## src/rtl/ras_predictor_if.sv

```systemverilog
// ras_predictor_if: bundle between the BPU front end (master) and the
// return-address-stack stage (slave).
//
// Handshake: there is no back-pressure on this bus. A BTB prediction is
// accepted on every rising edge where BtbNextAble=1 and RasStop=0. A result
// is valid in the cycle after the edge that sampled it, while PredAble=1.
// RasStop=1 drops that cycle's BTB input and freezes every output.
//
// Signals:
//   master -> slave : RasStop, RasFlash, BtbNextAble, BtbHitBank, BtbNextPc,
//                     BtbNextType, BlockPc, CommitCallAble, CommitRetAddr,
//                     CommitRetAble
//   slave -> master : PredAble, PredPc, PredType, PredFromRas, RasCount
interface ras_predictor_if #(
  parameter int PTR_W = 3
) ();
  logic             RasStop;
  logic             RasFlash;
  logic             BtbNextAble;
  logic [1:0]       BtbHitBank;
  logic [31:0]      BtbNextPc;
  logic [2:0]       BtbNextType;
  logic [31:0]      BlockPc;
  logic             CommitCallAble;
  logic [31:0]      CommitRetAddr;
  logic             CommitRetAble;
  logic             PredAble;
  logic [31:0]      PredPc;
  logic [2:0]       PredType;
  logic             PredFromRas;
  logic [PTR_W:0]   RasCount;

  modport master (
    output RasStop, RasFlash, BtbNextAble, BtbHitBank, BtbNextPc, BtbNextType,
           BlockPc, CommitCallAble, CommitRetAddr, CommitRetAble,
    input  PredAble, PredPc, PredType, PredFromRas, RasCount
  );

  modport slave (
    input  RasStop, RasFlash, BtbNextAble, BtbHitBank, BtbNextPc, BtbNextType,
           BlockPc, CommitCallAble, CommitRetAddr, CommitRetAble,
    output PredAble, PredPc, PredType, PredFromRas, RasCount
  );
endinterface

```

## src/rtl/ras_predictor.sv

```systemverilog
// ras_predictor: return-address stack stage sitting behind the BTB.
// It pushes the fall-through block address on an active CALL, substitutes
// the top-of-stack on an active RETURN, and registers the final next-PC
// prediction one cycle after sampling.
//
// Ports:
//   Clk  - clock
//   Rest - synchronous, active-high reset
//   bus  - ras_predictor_if.slave (BTB inputs, stall/flush, retire, outputs)
//
// Optional feature macro: RAS_COMMIT_STACK_EN
//   defined   : a committed stack tracks retired CALL/RETURN; RasFlash copies
//               it (including the same-cycle commit) into the speculative one.
//   undefined : commit inputs are ignored; RasFlash empties the speculative
//               stack (contents stay in the array but become unreachable).
module ras_predictor #(
  parameter int DEPTH = 8,
  parameter int PTR_W = 3
) (
  input  logic           Clk,
  input  logic           Rest,
  ras_predictor_if.slave bus
);
  localparam int CNT_W = PTR_W + 1;
  localparam logic [CNT_W-1:0] CNT_FULL = CNT_W'(DEPTH);
  localparam logic [2:0] TYPE_CALL   = 3'd2;
  localparam logic [2:0] TYPE_RETURN = 3'd3;

  // Speculative stack
  logic [31:0]      spec_mem_q [DEPTH];
  logic [PTR_W-1:0] spec_top_q, spec_top_d;
  logic [CNT_W-1:0] spec_cnt_q, spec_cnt_d;

  // Registered outputs
  logic        pred_able_q, pred_able_d;
  logic [31:0] pred_pc_q, pred_pc_d;
  logic [2:0]  pred_type_q, pred_type_d;
  logic        pred_from_ras_q, pred_from_ras_d;

  logic        active, is_call, is_ret;
  logic        push_en;
  logic [31:0] push_addr;

  assign active    = bus.BtbNextAble && (bus.BtbHitBank != 2'b00);
  assign is_call   = active && (bus.BtbNextType == TYPE_CALL);
  assign is_ret    = active && (bus.BtbNextType == TYPE_RETURN);
  // Fall-through of a 32-byte fetch block: next aligned block address.
  assign push_addr = {bus.BlockPc[31:5], 5'd0} + 32'd32;

  always_comb begin
    spec_top_d      = spec_top_q;
    spec_cnt_d      = spec_cnt_q;
    push_en         = 1'b0;
    pred_able_d     = 1'b0;
    pred_pc_d       = '0;
    pred_type_d     = '0;
    pred_from_ras_d = 1'b0;
    if (bus.BtbNextAble) begin
      pred_able_d = 1'b1;
      pred_pc_d   = bus.BtbNextPc;
      pred_type_d = bus.BtbNextType;
    end
    if (is_call) begin
      push_en    = 1'b1;
      spec_top_d = spec_top_q + 1'b1;
      // On overflow the top keeps wrapping and the oldest entry is lost.
      if (spec_cnt_q != CNT_FULL) spec_cnt_d = spec_cnt_q + 1'b1;
    end else if (is_ret && (spec_cnt_q != '0)) begin
      pred_pc_d       = spec_mem_q[spec_top_q - 1'b1];
      pred_from_ras_d = 1'b1;
      spec_top_d      = spec_top_q - 1'b1;
      spec_cnt_d      = spec_cnt_q - 1'b1;
    end
  end

`ifdef RAS_COMMIT_STACK_EN
  // Committed stack, advanced only by retire.
  logic [31:0]      com_mem_q [DEPTH];
  logic [31:0]      com_mem_d [DEPTH];
  logic [PTR_W-1:0] com_top_q, com_top_d;
  logic [CNT_W-1:0] com_cnt_q, com_cnt_d;

  // The *_d values double as the flush source so a commit in the flush
  // cycle is already included in the restored state.
  always_comb begin
    com_mem_d = com_mem_q;
    com_top_d = com_top_q;
    com_cnt_d = com_cnt_q;
    if (bus.CommitCallAble) begin
      // Push wins over a simultaneous (illegal) pop.
      com_mem_d[com_top_q] = bus.CommitRetAddr;
      com_top_d            = com_top_q + 1'b1;
      if (com_cnt_q != CNT_FULL) com_cnt_d = com_cnt_q + 1'b1;
    end else if (bus.CommitRetAble && (com_cnt_q != '0)) begin
      com_top_d = com_top_q - 1'b1;
      com_cnt_d = com_cnt_q - 1'b1;
    end
  end
`else
  logic unused_commit;
  assign unused_commit = ^{bus.CommitCallAble, bus.CommitRetAddr, bus.CommitRetAble};
`endif

  logic unused_blk_lsb;
  assign unused_blk_lsb = ^bus.BlockPc[4:0];

  always_ff @(posedge Clk) begin
    if (Rest) begin
      for (int i = 0; i < DEPTH; i++) spec_mem_q[i] <= '0;
      spec_top_q      <= '0;
      spec_cnt_q      <= '0;
      pred_able_q     <= 1'b0;
      pred_pc_q       <= '0;
      pred_type_q     <= '0;
      pred_from_ras_q <= 1'b0;
`ifdef RAS_COMMIT_STACK_EN
      for (int i = 0; i < DEPTH; i++) com_mem_q[i] <= '0;
      com_top_q <= '0;
      com_cnt_q <= '0;
`endif
    end else begin
`ifdef RAS_COMMIT_STACK_EN
      // Retire is never stalled or flushed.
      com_mem_q <= com_mem_d;
      com_top_q <= com_top_d;
      com_cnt_q <= com_cnt_d;
`endif
      // Stall outranks flush: a flush seen during a stall is dropped.
      if (!bus.RasStop) begin
        if (bus.RasFlash) begin
          pred_able_q     <= 1'b0;
          pred_pc_q       <= '0;
          pred_type_q     <= '0;
          pred_from_ras_q <= 1'b0;
`ifdef RAS_COMMIT_STACK_EN
          spec_mem_q <= com_mem_d;
          spec_top_q <= com_top_d;
          spec_cnt_q <= com_cnt_d;
`else
          spec_top_q <= '0;
          spec_cnt_q <= '0;
`endif
        end else begin
          pred_able_q     <= pred_able_d;
          pred_pc_q       <= pred_pc_d;
          pred_type_q     <= pred_type_d;
          pred_from_ras_q <= pred_from_ras_d;
          spec_top_q      <= spec_top_d;
          spec_cnt_q      <= spec_cnt_d;
          if (push_en) spec_mem_q[spec_top_q] <= push_addr;
        end
      end
    end
  end

  assign bus.PredAble    = pred_able_q;
  assign bus.PredPc      = pred_pc_q;
  assign bus.PredType    = pred_type_q;
  assign bus.PredFromRas = pred_from_ras_q;
  assign bus.RasCount    = spec_cnt_q;
endmodule

```

## src/flat_wrapper.sv

```systemverilog
// flat-port wrapper written by rule: the top's interface ports become plain ports
module ras_predictor_flat 
#(
  parameter int DEPTH = 8,
  parameter int PTR_W = 3
)
  (Clk, Rest, bus_RasStop, bus_RasFlash, bus_BtbNextAble, bus_BtbHitBank, bus_BtbNextPc, bus_BtbNextType, bus_BlockPc, bus_CommitCallAble, bus_CommitRetAddr, bus_CommitRetAble, bus_PredAble, bus_PredPc, bus_PredType, bus_PredFromRas, bus_RasCount);
  ras_predictor_if #(.PTR_W(PTR_W)) bus_i ();
  input  logic Clk;
  input  logic Rest;
  input wire logic [$bits(bus_i.RasStop)-1:0] bus_RasStop;
  input wire logic [$bits(bus_i.RasFlash)-1:0] bus_RasFlash;
  input wire logic [$bits(bus_i.BtbNextAble)-1:0] bus_BtbNextAble;
  input wire logic [$bits(bus_i.BtbHitBank)-1:0] bus_BtbHitBank;
  input wire logic [$bits(bus_i.BtbNextPc)-1:0] bus_BtbNextPc;
  input wire logic [$bits(bus_i.BtbNextType)-1:0] bus_BtbNextType;
  input wire logic [$bits(bus_i.BlockPc)-1:0] bus_BlockPc;
  input wire logic [$bits(bus_i.CommitCallAble)-1:0] bus_CommitCallAble;
  input wire logic [$bits(bus_i.CommitRetAddr)-1:0] bus_CommitRetAddr;
  input wire logic [$bits(bus_i.CommitRetAble)-1:0] bus_CommitRetAble;
  output wire logic [$bits(bus_i.PredAble)-1:0] bus_PredAble;
  output wire logic [$bits(bus_i.PredPc)-1:0] bus_PredPc;
  output wire logic [$bits(bus_i.PredType)-1:0] bus_PredType;
  output wire logic [$bits(bus_i.PredFromRas)-1:0] bus_PredFromRas;
  output wire logic [$bits(bus_i.RasCount)-1:0] bus_RasCount;
  assign bus_i.RasStop = bus_RasStop;
  assign bus_i.RasFlash = bus_RasFlash;
  assign bus_i.BtbNextAble = bus_BtbNextAble;
  assign bus_i.BtbHitBank = bus_BtbHitBank;
  assign bus_i.BtbNextPc = bus_BtbNextPc;
  assign bus_i.BtbNextType = bus_BtbNextType;
  assign bus_i.BlockPc = bus_BlockPc;
  assign bus_i.CommitCallAble = bus_CommitCallAble;
  assign bus_i.CommitRetAddr = bus_CommitRetAddr;
  assign bus_i.CommitRetAble = bus_CommitRetAble;
  assign bus_PredAble = bus_i.PredAble;
  assign bus_PredPc = bus_i.PredPc;
  assign bus_PredType = bus_i.PredType;
  assign bus_PredFromRas = bus_i.PredFromRas;
  assign bus_RasCount = bus_i.RasCount;
  ras_predictor #(.DEPTH(DEPTH), .PTR_W(PTR_W)) u_core (.Clk(Clk), .Rest(Rest), .bus(bus_i));
endmodule
```

## config.mk

```make
export PLATFORM = sky130hd
export DESIGN_NAME = ras_predictor_flat
export DESIGN_NICKNAME = d
export VERILOG_FILES = /design/src/rtl/ras_predictor_if.sv /design/src/rtl/ras_predictor.sv /design/src/flat_wrapper.sv
export SDC_FILE = /design/constraint.sdc
export NUM_CORES = 1
export LEC_CHECK = 0
export CAP_MARGIN = 30
export CORE_MARGIN = 3
export CORE_UTILIZATION = 55
export CTS_CLUSTER_SIZE = 25
export DETAILED_ROUTE_END_ITERATION = 10
export PLACE_DENSITY = 0.76
export SYNTH_ARGS = -nofsm -noshare
export SYNTH_HDL_FRONTEND = slang
export SYNTH_SLANG_ARGS = --single-unit
```

## constraint.sdc

```tcl
create_clock -name Clk -period 3.85 [get_ports Clk]
set_clock_uncertainty 0.05 [all_clocks]
set_input_delay 0.77 -clock Clk [delete_from_list [all_inputs] [get_ports Clk]]
set_output_delay 0.77 -clock Clk [all_outputs]
set_load 0.02 [all_outputs]
```

Word level (Yosys, flattened, before mapping)
Memories as Yosys holds them, arrays and structs flattened.
Cells that the tools add are included.
- bitwise gates (word level): 1
- multiplexer cells: 29
- equal/unequal tests: 4
- reduce and logical (&&, ||, !) cells: 10
- add/sub/neg operators: 5
- operators with widths (cell ; number):
    $mux W32 ; 5
    $add A32 B6 Y32 const B ; 1
    $reduce_or A32 Y1 ; 1
    $mux W3 ; 6
    $mux W4 ; 4
    $mux W1 ; 14
    $eq A3 B2 Y1 const B ; 2
    $add A4 B1 Y4 const B ; 1
    $logic_and A1 B1 Y1 ; 4
    $ne A4 B4 Y1 const B ; 1
    $reduce_bool A4 Y1 ; 1
    $sub A4 B1 Y4 const B ; 1
    $add A3 B1 Y3 const B ; 1
    $ne A3 B3 Y1 const B ; 1
    $reduce_and A3 Y1 ; 1
    $reduce_bool A3 Y1 ; 1
    $sub A3 B1 Y3 const B ; 1
    $reduce_and A2 Y1 ; 1
    $reduce_bool A2 Y1 ; 1
    $not A1 Y1 ; 1
- RAM bits: 256
- logic and storage cells: 56
- memories kept: 1
- output and inout port bits: 41
- flip-flop bits (word level): 44
- input bits: 108
- memory list (name ; words ; bits a word ; read ports ; clocked after memory_dff ; write ports ; line ; source):
    u_core.spec_mem_q ; 8 ; 32 ; 1 ; 0 ; 8 ; ras_predictor.sv:30 ; logic [31:0] spec_mem_q [DEPTH];

Longest topological paths before layout
- depth after elaboration: 11
- gate-level depth with buffers: 9
- mapped depth without buffers: 9

Worst setup path after synthesis
OpenSTA, ideal clock, no wires.
- kind: input to register
- from: in bus_BtbNextType[2]
- to: mem u_core.spec_mem_q[1][10] (enable)
- data required time: 3.416 ns
- path buffers: 1
- stages: 7
- library setup time: 0.384 ns
- slack: 0.790 ns
- arrival time: 2.626 ns
- cells stage by stage: nand3b_2 -> nor3_4 -> inv_2 -> nor3_4 -> nand3_4 -> buf_6 -> nand2_1
- RTL lines (item ; line ; source):
    start: declaration ; flat_wrapper.sv:16 ; input wire logic [$bits(bus_i.BtbNextType)-1:0] bus_BtbNextType;
    end: declaration ; ras_predictor.sv:30 ;

Final worst setup path
- from: reg u_core.spec_top_q[0]
- to: reg u_core.pred_pc_q[31] (netlist: u_core.bus.PredPc[31])
- cells in the longest elaborated chain, start to end: 5
- ends and longest elaborated chain (item ; line ; source):
    start: declaration ; ras_predictor.sv:31 ; logic [PTR_W-1:0] spec_top_q, spec_top_d;
    start signal: assignment ; ras_predictor.sv:148 ; spec_top_q <= spec_top_d;
    $sub A3 B1 Y3 ; ras_predictor.sv:69 ; pred_pc_d = spec_mem_q[spec_top_q - 1'b1];
    $mem_v2 Z8 W32 ; -- ;
    $mux W32 ; ras_predictor.sv:68 ; end else if (is_ret && (spec_cnt_q != '0)) begin
    $mux W32 ; ras_predictor.sv:63 ; if (is_call) begin
    $mux W32 ; ras_predictor.sv:130 ; if (bus.RasFlash) begin
    end signal: assignment ; ras_predictor.sv:145 ; pred_pc_q <= pred_pc_d;
    end: declaration ; ras_predictor.sv:36 ; logic [31:0] pred_pc_q, pred_pc_d;
Every way passes these cells.
A chain may end at the register's enable or synchronous reset.

==> flow_metrics.py <==
metrics = {
    "pwr": {
        "leakage_nw": 4.81,
        "p_sw_mw": 1.28,
        "combPwrFrac_pct": 6.1,
        "p_int_mw": 4.58,
        "powerDensity_nw_per_um2": 426,
        "swShare_pct": 21.9,
        "clockPowerShare_pct": 40.2,
        "vdd_drop_max_uv": 346,
        "p_seq_share_pct": 53.6,
    },
    "timing": {
        "slew_headroom_pct": 36.9,
        "slew_viol_final": 0,
        "fin_crit_ns": 2.90,
        "setup_viol_count_final": 0,
        "hold_viol": 0,
        "tightest_slew_ns": 0.945,
        "rsz0062_at_grt": "false",
        "fin_setup_tns_ns": 0,
        "min_period_over_period_pct": 75.3,
        "max_freq_mhz": 345,
    },
    "placement": {
        "gp_congestion": 0.797,
        "port_buffers": 109,
        "dp.cells": 1252,
        "hpwl_um": 17200,
    },
    "routing": {
        "first_iter_violations": 674,
        "post_drt_wl_per_cell_um": 22.0,
        "wl_um": 28600,
        "drc": 0,
        "ant_nets": 0,
        "dr.pass1.iters": 6,
        "dr_total_vias": 7787,
        "vias_per_cell": 5.99,
    },
    "logic_synthesis": {
        "synth_edf_count": 216,
        "synth_area_per_cell_sq_um": 13.0,
        "synthFlopType": "edfxtp_1",
        "synth_top_area_cell": "edfxtp_1",
        "synth_area_sq_um": 11500,
        "synth-seq-cells": 260,
        "synth.yosys.warnings": 0,
        "syn_inst": 885,
        "ys_top_cells_by_area": "edfxtp_1 (56%), mux4_2 (9.4%), dfxtp_1 (7.7%)",
        "synth_cell_types": 51,
        "syn_nets": 998,
        "yosysSeqAreaShare_pct": 64.0,
        "yosys.area.top_type_share_pct": 56.4,
        "async_flop_share_pct": 0,
    },
    "flow_run": {
        "maxCapViolations": 0,
    },
    "global_routing": {
        "grt_pass1_wl_um": 44000,
        "top_usage_layer": "met2",
        "grt_max_degree": 48,
        "grtUsageTotal_pct": 25.7,
        "gr-usage-met1_pct": 33.4,
        "grt_pass1_vias": 7882,
        "gr-usage-met2_pct": 44.3,
        "met3_usage_pct": 4.12,
        "grt_overflow": 0,
        "antenna_found_initial": 0,
    },
    "critical_path": {
        "crit_required_ns": 4.22,
        "worst_setup_path_end_kind": "flip-flop",
        "cpPeakStageDelay_ns": 0.53,
        "worst_setup_path_start_kind": "flip-flop",
        "critical_path_class": "reg2reg",
        "path_max_fanout": 35,
        "crit_slowest_cell": "dfxtp_4",
        "path_cells": "clkinv_1, ha_2, buf_4, mux4_2, nand2_1, a21oi_1, a221o_1",
        "critical_path_arrival_ns": 3.26,
        "crit_buf_inv": 2,
        "path_delay_family": "buffers and inverters",
    },
    "final_layout": {
        "layout.nets": 1123,
        "nFillCells": 1492,
        "final_util_pct": 67.6,
        "stdcell_count": 1299,
        "syn_to_final_growth_pct": 19.6,
        "drive_gt1_share_pct": 15.3,
        "antenna_cells": 0,
    },
    "clock_network": {
        "cts_root_buffer": "clkbuf_16",
        "h-tree-depth": 1,
        "clockBufferDepth": 3,
        "cts_tree": "done",
        "holdBufCountCts": 0,
        "clk_pin_slew_ns": 0.06,
        "post_cts_buffers": 0,
        "cts_buffers": 26,
        "clock_latency_ns": 0.54,
        "ctsResizeCount": 0,
        "clock_sinks": 260,
    },
    "min_path": {
        "holdCritPathClass": "reg2reg",
    },
    "floorplan": {
        "die_x_um": 151,
        "dieArea_sq_um": 22700,
        "chipHeight_um": 151,
        "core_area_sq_um": 20400,
        "fp-row-count": 52,
        "start_util_pct": 56.5,
        "ioPinCount": 149,
    },
    "run_status": {
        "status": "finished, final reports clean",
    },
}
==> synthesized netlist by cell type (all sizes together) (2+ instances only) <==
cell	number
buf	37
a22o	2
nand2	91
o31ai	3
edfxtp	216
a2111oi	3
a32o	3
nand4	11
nor3	14
a221o	24
o21ai	4
mux4	48
dfxtp	44
nor3b	2
nand3	21
nand2b	2
nor2	235
and4	4
ha	5
or3	5
a21oi	25
xor2	11
a22oi	9
xnor2	20
clkbuf	17
and2	5
mux2i	2
clkinv	2
nand3b	2
inv	7
==> power groups by stage <==
stage / clock network, mW / logic [mW] / registers, mW
after floorplan: 0 / 0.161 / 3.21
after global placement: 0 / 0.353 / 3.20
after detailed placement: 0 / 0.358 / 3.20
after CTS: 2.38 / 0.360 / 3.15
after global routing: 2.51 / 0.384 / 3.15
final: 2.36 / 0.361 / 3.15
==> worst reg2reg max path, stage by stage (launching register included) <==
cell	delay, ns
dfxtp_4	0.53
clkinv_1	0.36
ha_2	0.45
buf_4	0.47
mux4_2	0.43
nand2_1	0.09
a21oi_1	0.13
a221o_1	0.28
==> worst paths after layout <==
| path | from | to | slack (ns) | cells after the start |
|---|---|---|---|---|
| worst max-delay path | u_core.spec_top_q[0] | u_core.bus.PredPc[31] | 0.95 | 7 |
| worst min-delay path | u_core.bus.PredAble | u_core.bus.PredAble | 0.39 | 2 |
| worst max register to register | u_core.spec_top_q[0] | u_core.bus.PredPc[31] | 0.95 | 7 |
| worst min register to register | u_core.bus.PredAble | u_core.bus.PredAble | 0.39 | 2 |
==> metrics by stage <==
stage / power, mW / worst slack (ns) / hold WS (ns) / area (sq um)
floorplan: 3.37 / 0.790 / 0.471 / 11500
global placement: 3.55 / 0.487 / 0.386 / 13000
detailed placement: 3.56 / 0.454 / 0.387 / 13000
CTS: 5.89 / 0.954 / 0.396 / 13800
global route: 6.05 / 0.762 / 0.427 / 13800
finish: 5.87 / 0.953 / 0.392 / 13800
==> cell families after synthesis <==
logic type | synth area share [%]
adders and majority gates | 0.544
xor gates and xnor gates | 2.36
and+or+nand+nor | 15.2
AOI/OAI and AO/OA | 5.38
muxes | 9.57
DFF | 64.0
buffers and inverters | 2.89
==> state kept, by name, summed over array words and instances, names as in the netlist <==
| signal | count |
|---|---|
| u_core.spec_mem_q | 216 |
| u_core.bus.PredPc | 32 |
| u_core.bus.RasCount | 4 |
| u_core.bus.PredType | 3 |
| u_core.spec_top_q | 3 |
| u_core.bus.PredAble | 1 |
| u_core.bus.PredFromRas | 1 |
==> cells in the final DEF, fill, tap and decap left out, types with 5 or more instances in the layout <==
cell,Yosys,routed
clkinv_1,2,6
xor2_1,11,10
buf_4,0,42
xnor2_1,20,19
dfxtp_1,44,43
or3_1,5,5
nor3_1,10,10
nor2_2,10,11
nand4_1,10,10
nor2_1,225,224
clkbuf_1,16,5
a221o_1,24,24
edfxtp_1,216,216
a21oi_1,25,25
mux4_2,48,48
nand2_1,91,91
clkbuf_16,0,26
and2_1,5,5
a22oi_1,9,9
nand3_1,17,17
clkdlybuf4s50_1,0,109
clkinv_2,0,8
inv_1,6,6
==> per-layer routing <==
metal | wire length, um | share of wire, %
met2 | 14600 | 51
met5 | 0 | 0
met3 | 2420 | 8.5
met4 | 779 | 2.7
met1 | 10800 | 38
==> area by class of cell <==
cell class                      count  area, sq um  share of cell area, %
Timing Repair Buffer              151         1410                   10.2
Sequential cell                   260         7370                   53.6
Clock inverter                     16          118                  0.855
Clock buffer                       31          669                   4.86
Multi-Input combinational cell    562         3820                   27.8
Inverter                            9         33.8                  0.245
Tap cell                          270          338                   2.45
Power figures use the tool's default switching activity.
